$ cat config.mk
export PLATFORM = sky130hd
export DESIGN_NAME = traffic_intersection_ctrl_flat
export DESIGN_NICKNAME = d
export VERILOG_FILES = /design/src/rtl/traffic_intersection_ctrl_pkg.sv /design/src/rtl/traffic_intersection_ctrl_if.sv /design/src/rtl/traffic_intersection_ctrl_phase_timer.sv /design/src/rtl/traffic_intersection_ctrl.sv /design/src/flat_wrapper.sv
export SDC_FILE = /design/constraint.sdc
export NUM_CORES = 1
export LEC_CHECK = 0
export CORE_UTILIZATION = 40
export CTS_CLUSTER_DIAMETER = 200
export DETAILED_ROUTE_END_ITERATION = 12
export PLACE_DENSITY_LB_ADDON = 0.1
export SKIP_LAST_GASP = 1
export SYNTH_ARGS = -nofsm -noshare
export SYNTH_HDL_FRONTEND = slang
export SYNTH_HIERARCHICAL = 1
export SYNTH_SLANG_ARGS = --single-unit
$ cat constraint.sdc
create_clock -name clk -period 3.7 [get_ports clk]
set_input_delay 0.74 -clock clk [delete_from_list [all_inputs] [get_ports clk]]
set_output_delay 0.74 -clock clk [all_outputs]
set_load 0.005 [all_outputs]
$ cat src/rtl/traffic_intersection_ctrl_pkg.sv
// Shared phase encodings, default timings, and the lamp decode for the intersection controller.
package traffic_pkg;

   typedef enum logic [2:0] {
      NS_G  = 3'd0,
      NS_Y  = 3'd1,
      RED_A = 3'd2,
      EW_G  = 3'd3,
      EW_Y  = 3'd4,
      RED_B = 3'd5,
      WALK  = 3'd6,
      BAD   = 3'd7
   } phase_e;

   localparam int DEF_GREEN_T  = 5;
   localparam int DEF_YELLOW_T = 2;
   localparam int DEF_ALLRED_T = 1;
   localparam int DEF_WALK_T   = 4;
   localparam int DEF_CNT_W    = 4;

   typedef struct packed {
      logic ns_green;
      logic ns_yellow;
      logic ns_red;
      logic ew_green;
      logic ew_yellow;
      logic ew_red;
      logic walk;
   } lamps_t;

   // Duration in cycles of each phase; the illegal code gets a single cycle.
   function automatic int phase_dur(phase_e ph, int g, int y, int ar, int wk);
      case (ph)
         NS_G, EW_G:   return g;
         NS_Y, EW_Y:   return y;
         RED_A, RED_B: return ar;
         WALK:         return wk;
         default:      return 1;
      endcase
   endfunction

   // Lamp pattern for a phase; anything unexpected shows all-red.
   function automatic lamps_t lamp_decode(phase_e ph);
      lamps_t l;
      l = '0;
      case (ph)
         NS_G:    begin l.ns_green  = 1'b1; l.ew_red = 1'b1; end
         NS_Y:    begin l.ns_yellow = 1'b1; l.ew_red = 1'b1; end
         EW_G:    begin l.ns_red = 1'b1; l.ew_green  = 1'b1; end
         EW_Y:    begin l.ns_red = 1'b1; l.ew_yellow = 1'b1; end
         WALK:    begin l.ns_red = 1'b1; l.ew_red = 1'b1; l.walk = 1'b1; end
         default: begin l.ns_red = 1'b1; l.ew_red = 1'b1; end
      endcase
      return l;
   endfunction

endpackage

$ cat src/rtl/traffic_intersection_ctrl_if.sv
// Sensor inputs, lamp outputs and status of the intersection controller.
interface traffic_intersection_ctrl_if #(parameter int CNT_W = 4);
   logic             ew_car;
   logic             ped_btn;
   logic             ns_green, ns_yellow, ns_red;
   logic             ew_green, ew_yellow, ew_red;
   logic             walk;
   logic             ped_ack;
   logic [2:0]       phase;
   logic [CNT_W-1:0] cnt;

   modport master (
      output ew_car, ped_btn,
      input  ns_green, ns_yellow, ns_red, ew_green, ew_yellow, ew_red,
      input  walk, ped_ack, phase, cnt
   );

   modport slave (
      input  ew_car, ped_btn,
      output ns_green, ns_yellow, ns_red, ew_green, ew_yellow, ew_red,
      output walk, ped_ack, phase, cnt
   );
endinterface

$ cat src/rtl/traffic_intersection_ctrl_phase_timer.sv
// Single counter timing every phase; can saturate at its limit for the rest state.
module phase_timer #(
   parameter int CNT_W = 4
) (
   input  logic             clk,
   input  logic             reset,
   input  logic             clear,
   input  logic             sat_en,
   input  logic [CNT_W-1:0] limit,
   output logic [CNT_W-1:0] cnt,
   output logic             expired
);

   logic [CNT_W-1:0] r_cnt;

   assign expired = (r_cnt == limit);
   assign cnt     = r_cnt;

   // Restart on a phase change, hold at the limit when saturating, else count up.
   always_ff @(posedge clk or negedge reset) begin
      if (!reset)                    r_cnt <= '0;
      else if (clear)                r_cnt <= '0;
      else if (!(sat_en && expired)) r_cnt <= r_cnt + 1'b1;
   end

endmodule

$ cat src/rtl/traffic_intersection_ctrl.sv
// Two-road intersection sequencer with a pedestrian all-red walk phase.
module traffic_intersection_ctrl
   import traffic_pkg::*;
#(
   parameter int GREEN_T  = DEF_GREEN_T,
   parameter int YELLOW_T = DEF_YELLOW_T,
   parameter int ALLRED_T = DEF_ALLRED_T,
   parameter int WALK_T   = DEF_WALK_T,
   parameter int CNT_W    = DEF_CNT_W
) (
   input logic                  clk,
   input logic                  reset,
   traffic_intersection_ctrl_if.slave bus
);

   phase_e           r_state, w_nxt;
   logic             r_ew_pend, r_ped_pend, r_ped_ack;
   lamps_t           r_lamps;
   logic [CNT_W-1:0] w_cnt, w_limit;
   logic             w_expired, w_change;

   assign w_limit  = CNT_W'(phase_dur(r_state, GREEN_T, YELLOW_T, ALLRED_T, WALK_T) - 1);
   assign w_change = (w_nxt != r_state);

   phase_timer #(.CNT_W(CNT_W)) u_timer (
      .clk     (clk),
      .reset   (reset),
      .clear   (w_change),
      .sat_en  (r_state == NS_G),
      .limit   (w_limit),
      .cnt     (w_cnt),
      .expired (w_expired)
   );

   // Next phase: NS green rests until something is pending, other phases advance on expiry.
   always_comb begin
      w_nxt = r_state;
      case (r_state)
         NS_G:    if (w_expired && (r_ew_pend || r_ped_pend)) w_nxt = NS_Y;
         NS_Y:    if (w_expired) w_nxt = RED_A;
         RED_A:   if (w_expired) w_nxt = r_ped_pend ? WALK : EW_G;
         EW_G:    if (w_expired) w_nxt = EW_Y;
         EW_Y:    if (w_expired) w_nxt = RED_B;
         RED_B:   if (w_expired) w_nxt = r_ped_pend ? WALK : NS_G;
         WALK:    if (w_expired) w_nxt = r_ew_pend ? EW_G : NS_G;
         default: w_nxt = NS_G;
      endcase
   end

   // State, request latches and registered outputs; a request is consumed on entry to its service.
   always_ff @(posedge clk or negedge reset) begin
      if (!reset) begin
         r_state    <= NS_G;
         r_ew_pend  <= 1'b0;
         r_ped_pend <= 1'b0;
         r_ped_ack  <= 1'b0;
         r_lamps    <= lamp_decode(NS_G);
      end else begin
         r_state    <= w_nxt;
         r_ew_pend  <= (r_ew_pend  | bus.ew_car)  & (w_nxt != EW_G) & (r_state != EW_G);
         r_ped_pend <= (r_ped_pend | bus.ped_btn) & (w_nxt != WALK) & (r_state != WALK);
         r_ped_ack  <= (w_nxt == WALK) && (r_state != WALK);
         r_lamps    <= lamp_decode(w_nxt);
      end
   end

   assign bus.ns_green  = r_lamps.ns_green;
   assign bus.ns_yellow = r_lamps.ns_yellow;
   assign bus.ns_red    = r_lamps.ns_red;
   assign bus.ew_green  = r_lamps.ew_green;
   assign bus.ew_yellow = r_lamps.ew_yellow;
   assign bus.ew_red    = r_lamps.ew_red;
   assign bus.walk      = r_lamps.walk;
   assign bus.ped_ack   = r_ped_ack;
   assign bus.phase     = r_state;
   assign bus.cnt       = w_cnt;

endmodule

$ cat src/flat_wrapper.sv
// flat-port wrapper written by rule: the top's interface ports become plain ports
module traffic_intersection_ctrl_flat import traffic_pkg::*;
#(
   parameter int GREEN_T  = DEF_GREEN_T,
   parameter int YELLOW_T = DEF_YELLOW_T,
   parameter int ALLRED_T = DEF_ALLRED_T,
   parameter int WALK_T   = DEF_WALK_T,
   parameter int CNT_W    = DEF_CNT_W
)
  (clk, reset, bus_ew_car, bus_ped_btn, bus_ns_green, bus_ns_yellow, bus_ns_red, bus_ew_green, bus_ew_yellow, bus_ew_red, bus_walk, bus_ped_ack, bus_phase, bus_cnt);
  traffic_intersection_ctrl_if #(.CNT_W(CNT_W)) bus_i ();
  input logic clk;
  input logic reset;
  input wire logic [$bits(bus_i.ew_car)-1:0] bus_ew_car;
  input wire logic [$bits(bus_i.ped_btn)-1:0] bus_ped_btn;
  output wire logic [$bits(bus_i.ns_green)-1:0] bus_ns_green;
  output wire logic [$bits(bus_i.ns_yellow)-1:0] bus_ns_yellow;
  output wire logic [$bits(bus_i.ns_red)-1:0] bus_ns_red;
  output wire logic [$bits(bus_i.ew_green)-1:0] bus_ew_green;
  output wire logic [$bits(bus_i.ew_yellow)-1:0] bus_ew_yellow;
  output wire logic [$bits(bus_i.ew_red)-1:0] bus_ew_red;
  output wire logic [$bits(bus_i.walk)-1:0] bus_walk;
  output wire logic [$bits(bus_i.ped_ack)-1:0] bus_ped_ack;
  output wire logic [$bits(bus_i.phase)-1:0] bus_phase;
  output wire logic [$bits(bus_i.cnt)-1:0] bus_cnt;
  assign bus_i.ew_car = bus_ew_car;
  assign bus_i.ped_btn = bus_ped_btn;
  assign bus_ns_green = bus_i.ns_green;
  assign bus_ns_yellow = bus_i.ns_yellow;
  assign bus_ns_red = bus_i.ns_red;
  assign bus_ew_green = bus_i.ew_green;
  assign bus_ew_yellow = bus_i.ew_yellow;
  assign bus_ew_red = bus_i.ew_red;
  assign bus_walk = bus_i.walk;
  assign bus_ped_ack = bus_i.ped_ack;
  assign bus_phase = bus_i.phase;
  assign bus_cnt = bus_i.cnt;
  traffic_intersection_ctrl #(.GREEN_T(GREEN_T), .YELLOW_T(YELLOW_T), .ALLRED_T(ALLRED_T), .WALK_T(WALK_T), .CNT_W(CNT_W)) u_core (.clk(clk), .reset(reset), .bus(bus_i));
endmodule
* Word-level counts from Yosys, hierarchy flattened
Cells that the tools add are included.
** Operators by class
- Mux-type cells :: 21
- Bitwise operators :: 6
- Eq/ne operators :: 17
- $add $sub $neg :: 2
- Reductions and logical operators :: 10
** Operator list (count)
- 3-bit two-way mux :: 9
- 3-bit one-hot mux with 7 select lines :: 1
- 3-bit == test, second input constant :: 5
- 3-bit by 2-bit == test with 1-bit output, second input constant :: 3
- 3-bit one-hot mux with 3 select lines :: 1
- 4-bit two-way mux :: 2
- 2-bit OR reduction :: 4
- 1-bit two-way mux :: 7
- 3-bit by 1-bit == test with 1-bit output, second input constant :: 2
- 3-bit zero test :: 2
- 3-bit by 2-bit inequality test with 1-bit output, second input constant :: 2
- 3-bit inequality test, second input constant :: 2
- 4-bit by 1-bit adder with 4-bit output, second input constant :: 1
- 1-bit bitwise AND :: 4
- 4-bit == test :: 1
- 3-bit by 1-bit subtractor with 4-bit output, second input constant :: 1
- 1-bit logical AND :: 3
- 3-bit inequality test :: 1
- 2-bit two-way mux :: 1
- 2-bit inequality test, second input constant :: 1
- 1-bit bitwise OR :: 2
- 1-bit logical OR :: 1
** Storage, ports and cells
- Register bits :: 17
- Word-level logic and storage cells :: 68

* Depth between registers and ports, before layout
- Word-level depth :: 11
- Gate-level depth with buffers :: 16

* Modules after synthesis
The synthesis kept the hierarchy.
** Modules (own cells, without submodules)
- traffic_intersection_ctrl :: times used 1, area an instance 725.7 um2, cells an instance 76, seq. area each 327.8 um2
- phase_timer :: times used 1, area an instance 296.5 um2, cells an instance 31, seq. area each 100.1 um2

* Worst setup path after synthesis
Ideal clock, no wire load.
- Kind :: register -> register
- Start point :: register u_core.r_state[1], in the netlist u_core/bus.phase[1]
- End point :: register u_core.u_timer.r_cnt[1], in the netlist u_core/u_timer/cnt[1]
- Path slack :: 0.441 ns
- Buffers on the path :: 2
- Stages on the path, launching flop included :: 16
- Arrival time :: 3.139 ns
- Cell sequence :: dfrtp_1 -> buf_2 -> or2_1 -> mux2i_1 -> ha_1 -> inv_1 -> xor2_2 -> nor4_4 -> buf_2 -> o41a_1 -> nor2_1 -> nor2_1 -> inv_1 -> nand2_1 -> a21oi_1 -> a41o_1
** Between the ends
- Longest elaborated chain between the ends :: 10
** Ends and longest elaborated chain
- start: declaration :: line traffic_intersection_ctrl.sv:16 : phase_e r_state, w_nxt;
- start signal: assignment :: line traffic_intersection_ctrl.sv:59 : r_state <= w_nxt;
- 3-bit by 1-bit == test with 1-bit output (tied with other cells) :: line traffic_intersection_ctrl_pkg.sv:33 : case (ph)
- 2-bit OR reduction :: line traffic_intersection_ctrl_pkg.sv:33
- 3-bit one-hot mux with 3 select lines (*) :: line traffic_intersection_ctrl_pkg.sv:33
- 3-bit by 1-bit subtractor with 4-bit output (*) :: line traffic_intersection_ctrl.sv:22 : assign w_limit = CNT_W'(phase_dur(r_state, GREEN_T, YELLOW_T, ALLRED_T, WALK_T) - 1);
- via u_core.w_limit[0] :: line traffic_intersection_ctrl.sv:19 : logic [CNT_W-1:0] w_cnt, w_limit;
- 4-bit == test (*) :: line traffic_intersection_ctrl_phase_timer.sv:16 : assign expired = (r_cnt == limit);
- via u_core.w_expired :: line traffic_intersection_ctrl.sv:20 : logic w_expired, w_change;
- 1-bit logical AND :: line traffic_intersection_ctrl.sv:39 : NS_G: if (w_expired && (r_ew_pend || r_ped_pend)) w_nxt = NS_Y;
- 3-bit two-way mux :: line traffic_intersection_ctrl.sv:39
- 3-bit one-hot mux with 7 select lines (*) :: line traffic_intersection_ctrl.sv:38 : case (r_state)
- 3-bit inequality test (*) :: line traffic_intersection_ctrl.sv:23 : assign w_change = (w_nxt != r_state);
- via u_core.w_change :: line traffic_intersection_ctrl.sv:20
- 2-bit inequality test (no line) / 4-bit two-way mux (equally long branches)
- end signal: assignment :: line traffic_intersection_ctrl_phase_timer.sv:23 : else if (!(sat_en && expired)) r_cnt <= r_cnt + 1'b1;
- end: declaration :: line traffic_intersection_ctrl_phase_timer.sv:14 : logic [CNT_W-1:0] r_cnt;
Mark *: on every way through the listed nets, which the timed path passes. The rest lies on a longest branch.
A chain may end at the register's enable or synchronous reset.

* Worst setup path in the final report
Ends and elaborated chain as after synthesis.

==> impl_metrics.py <==
metrics = {
    "logic_synthesis": {
        "ys_ff_latch": 17,
        "syn_nets": 113,
        "yosys.cell_types.count": 42,
        "synth_area_um2": 1020,
        "synth_edf_count": 0,
        "synth.avg_cell_area_um2": 9.55,
        "yosysWarningCount": 6,
        "syn_inst": 107,
        "synthFlopType": "dfrtp_1",
        "seq_area_frac_synth_pct": 41.9,
        "async_flop_share_pct": 100,
    },
    "timing": {
        "slew_headroom_pct": 49.9,
        "fmax_mhz": 297,
        "fin_skew_ps": 0.987,
        "rsz0062_at_grt": "false",
        "setup_viol": 0,
        "worst_slew_pin_slew_ps": 749,
        "finalSetupTns_ps": 0,
        "fin_crit_ps": 3360,
        "worst_slack_ps": 337,
        "fin_crit_sh_pct": 90.9,
        "finalHoldWorstSlack_ps": 648,
        "maxSlewViolCount": 0,
        "finalHoldViolations": 0,
    },
    "global_route": {
        "grt_pass1_vias": 831,
        "antenna_found_initial": 0,
        "grt_usage_pct": 18.3,
        "grt_max_degree": 19,
        "grt_overflow": 0,
        "grt_pass1_wl_um": 3720,
    },
    "place": {
        "dp_hpwl_um": 1500,
        "place.gp.congestion": 0.803,
        "dp.cells": 150,
        "place_area_um2": 1230,
        "post-place-ws_ps": 477,
        "portBuffers": 18,
    },
    "clock_network": {
        "postCtsHoldBufs": 0,
        "clk_path_buf_depth": 2,
        "cts_setup_buffers": 0,
        "cts_tree": "done",
        "clkSlewWorstSetupHoldPaths_ps": 100,
        "cts_buffers": 3,
        "clk-insertion-delay-late_ps": 290,
        "htreeDepth": 1,
        "cts.repair.resized": 0,
        "cts-root-buf": "clkbuf_4",
        "cts_sinks": 17,
    },
    "route": {
        "drt_iter0_drc": 16,
        "drc_errors": 0,
        "ant_nets": 0,
        "firstDrtPassIters": 5,
        "via_count": 882,
        "wl_per_cell_um": 13.6,
        "vias_per_cell": 5.73,
        "totalWireLength_um": 2100,
    },
    "setup_path": {
        "reg2reg_depth": 13,
        "slowest_stage": "dfrtp_1",
        "critPathArrivalTime_ps": 3550,
        "timing.rr.start": "u_core/bus.phase[1]$_DFF_PN0_",
        "slowest_delay_ps": 560,
        "crit_fanout": 16,
        "worstPathCellList": "or2_1 > mux2i_1 > ha_1 > inv_1 > xor2_2 > nor4_4 > o41a_1 > nor2_1 > nor2_1 > inv_1 > nand2_1 > a21oi_1 > a41o_1",
        "cp-end-kind": "flip-flop",
        "reg2reg_slack_ps": 340,
        "startpoint_type": "flip-flop",
        "path_buf_inv": 2,
        "crit_required_ps": 3890,
        "crit_family": "simple AND/OR/NAND/NOR gates",
        "timing.rr.end": "u_core/u_timer/cnt[1]$_DFFE_PN0P_",
        "path_class": "reg2reg",
    },
    "floorplanning": {
        "core-area_um2": 2320,
        "num_rows": 17,
        "die_y_um": 52.6,
        "initial_utilization_pct": 44.1,
        "dieArea_um2": 2760,
        "die_x_um": 52.6,
        "pin_count": 19,
    },
    "finish": {
        "nFillCells": 223,
        "n_antenna_cell": 0,
        "final_cells": 154,
        "drive_above_1_share_pct": 11.1,
        "post-route-util_pct": 54.3,
        "fin_area_um2": 1260,
        "largest_reg_flops": 4,
        "fin_nets": 133,
        "area_growth_syn_to_layout_pct": 23.1,
    },
    "hold_path": {
        "hold_path.class": "reg2reg",
        "holdCritStartpoint": "u_core/r_ew_pend$_DFF_PN0_",
        "hold-path-endpoint": "u_core/r_ew_pend$_DFF_PN0_",
        "whs_path_depth": 2,
    },
    "outcome": {
        "status": "completed",
    },
    "pwr": {
        "leakage_nw": 0.526,
        "power.total_mw": 1.30,
        "powerDensity_nw_per_um2": 1030,
        "ir_worst_vdd_mv": 0.515,
    },
    "run": {
        "maxCapViolCount": 0,
    },
}
-- final cells by class --
type	count	area (µm²)	area share (%)
Tap cell	28	35.0	2.78
Sequential cell	17	428	34.0
Inverter	4	15.0	1.19
Multi-Input combinational cell	80	551	43.7
Clock inverter	1	5.00	0.398
Timing Repair Buffer	21	203	16.1
Clock buffer	3	22.5	1.79
-- power breakdown --
| part | internal (mW) | switching (mW) | total (mW) |
|---|---|---|---|
| clock | 0.0402 | 0.0589 | 0.0991 |
| combinational | 0.407 | 0.410 | 0.818 |
| sequential | 0.275 | 0.105 | 0.380 |
| total | 0.722 | 0.575 | 1.30 |
-- Yosys cell counts (2+ instances only) --
| cell | instances | share of area, % |
|---|---|---|
| dfrtp_1 | 15 | 37 |
| nor2_1 | 9 | 3.3 |
| nand2_1 | 6 | 2.2 |
| a21oi_1 | 5 | 2.4 |
| buf_2 | 5 | 2.4 |
| xor2_1 | 5 | 4.3 |
| inv_1 | 4 | 1.5 |
| nand3_1 | 4 | 2.0 |
| nor2b_1 | 4 | 2.4 |
| o21ai_0 | 4 | 2.0 |
| a31oi_1 | 3 | 1.8 |
| and2_1 | 3 | 1.8 |
| mux2i_1 | 3 | 2.9 |
| dfstp_2 | 2 | 5.1 |
| ha_1 | 2 | 2.4 |
| nand2b_1 | 2 | 1.2 |
| nand4_1 | 2 | 1.2 |
| nor3_1 | 2 | 0.98 |
| nor3b_1 | 2 | 1.5 |
| o211ai_1 | 2 | 1.5 |
| o21a_1 | 2 | 1.5 |
-- worst max-delay path by stage --
stage | start | slack [ps] | endpoint | cells past startpoint
detailed placement | u_core/bus.phase[1]$_DFF_PN0_ | 480 | u_core/u_timer/cnt[1]$_DFFE_PN0P_ | 13
CTS | u_core/bus.phase[1]$_DFF_PN0_ | 440 | u_core/u_timer/cnt[1]$_DFFE_PN0P_ | 13
floorplan | u_core/bus.phase[1]$_DFF_PN0_ | 440 | u_core/u_timer/cnt[1]$_DFFE_PN0P_ | 15
global route | u_core/bus.phase[1]$_DFF_PN0_ | 130 | u_core/u_timer/cnt[1]$_DFFE_PN0P_ | 13
finish | u_core/bus.phase[1]$_DFF_PN0_ | 340 | u_core/u_timer/cnt[1]$_DFFE_PN0P_ | 13
global placement | u_core/bus.phase[1]$_DFF_PN0_ | 520 | u_core/u_timer/cnt[1]$_DFFE_PN0P_ | 13
-- routing by layer --
metal	global-route usage, %	routed length (µm)
met1	25.0	1030
met2	28.3	986
met3	5.51	76
met4	3.51	5
met5	0	0
-- worst min-delay path, stage by stage, from the launching register on --
cell	delay [ps]
dfrtp_1	420
o21ai_0	100
nor2_1	90
-- kinds of logic after synthesis --
group	synth area share (%)
other	0.367
DFF	41.9
AOI/OAI and AO/OA	19.0
adders and majority gates	2.45
buffers and inverters	4.28
xor gates and xnor gates	5.88
and+or+nand+nor	22.2
muxes	4.04
-- cell usage in the layout, fill, tap and decap left out, types with 2 or more instances in the layout --
master            n
nor3_1            2
nand3_1           4
xor2_1            5
dfstp_2           2
nor3b_1           2
clkdlybuf4s50_1  18
nor2b_1           4
dfrtp_1          15
nand2b_1          2
inv_1             4
nor2_1            9
and2_1            3
o21ai_0           4
clkbuf_4          3
nand2_1           6
ha_1              2
nand4_1           2
o21a_1            2
a21oi_1           5
a31oi_1           3
o211ai_1          2
mux2i_1           3
buf_4             3
Note: power is estimated with default switching activity, not from simulation.
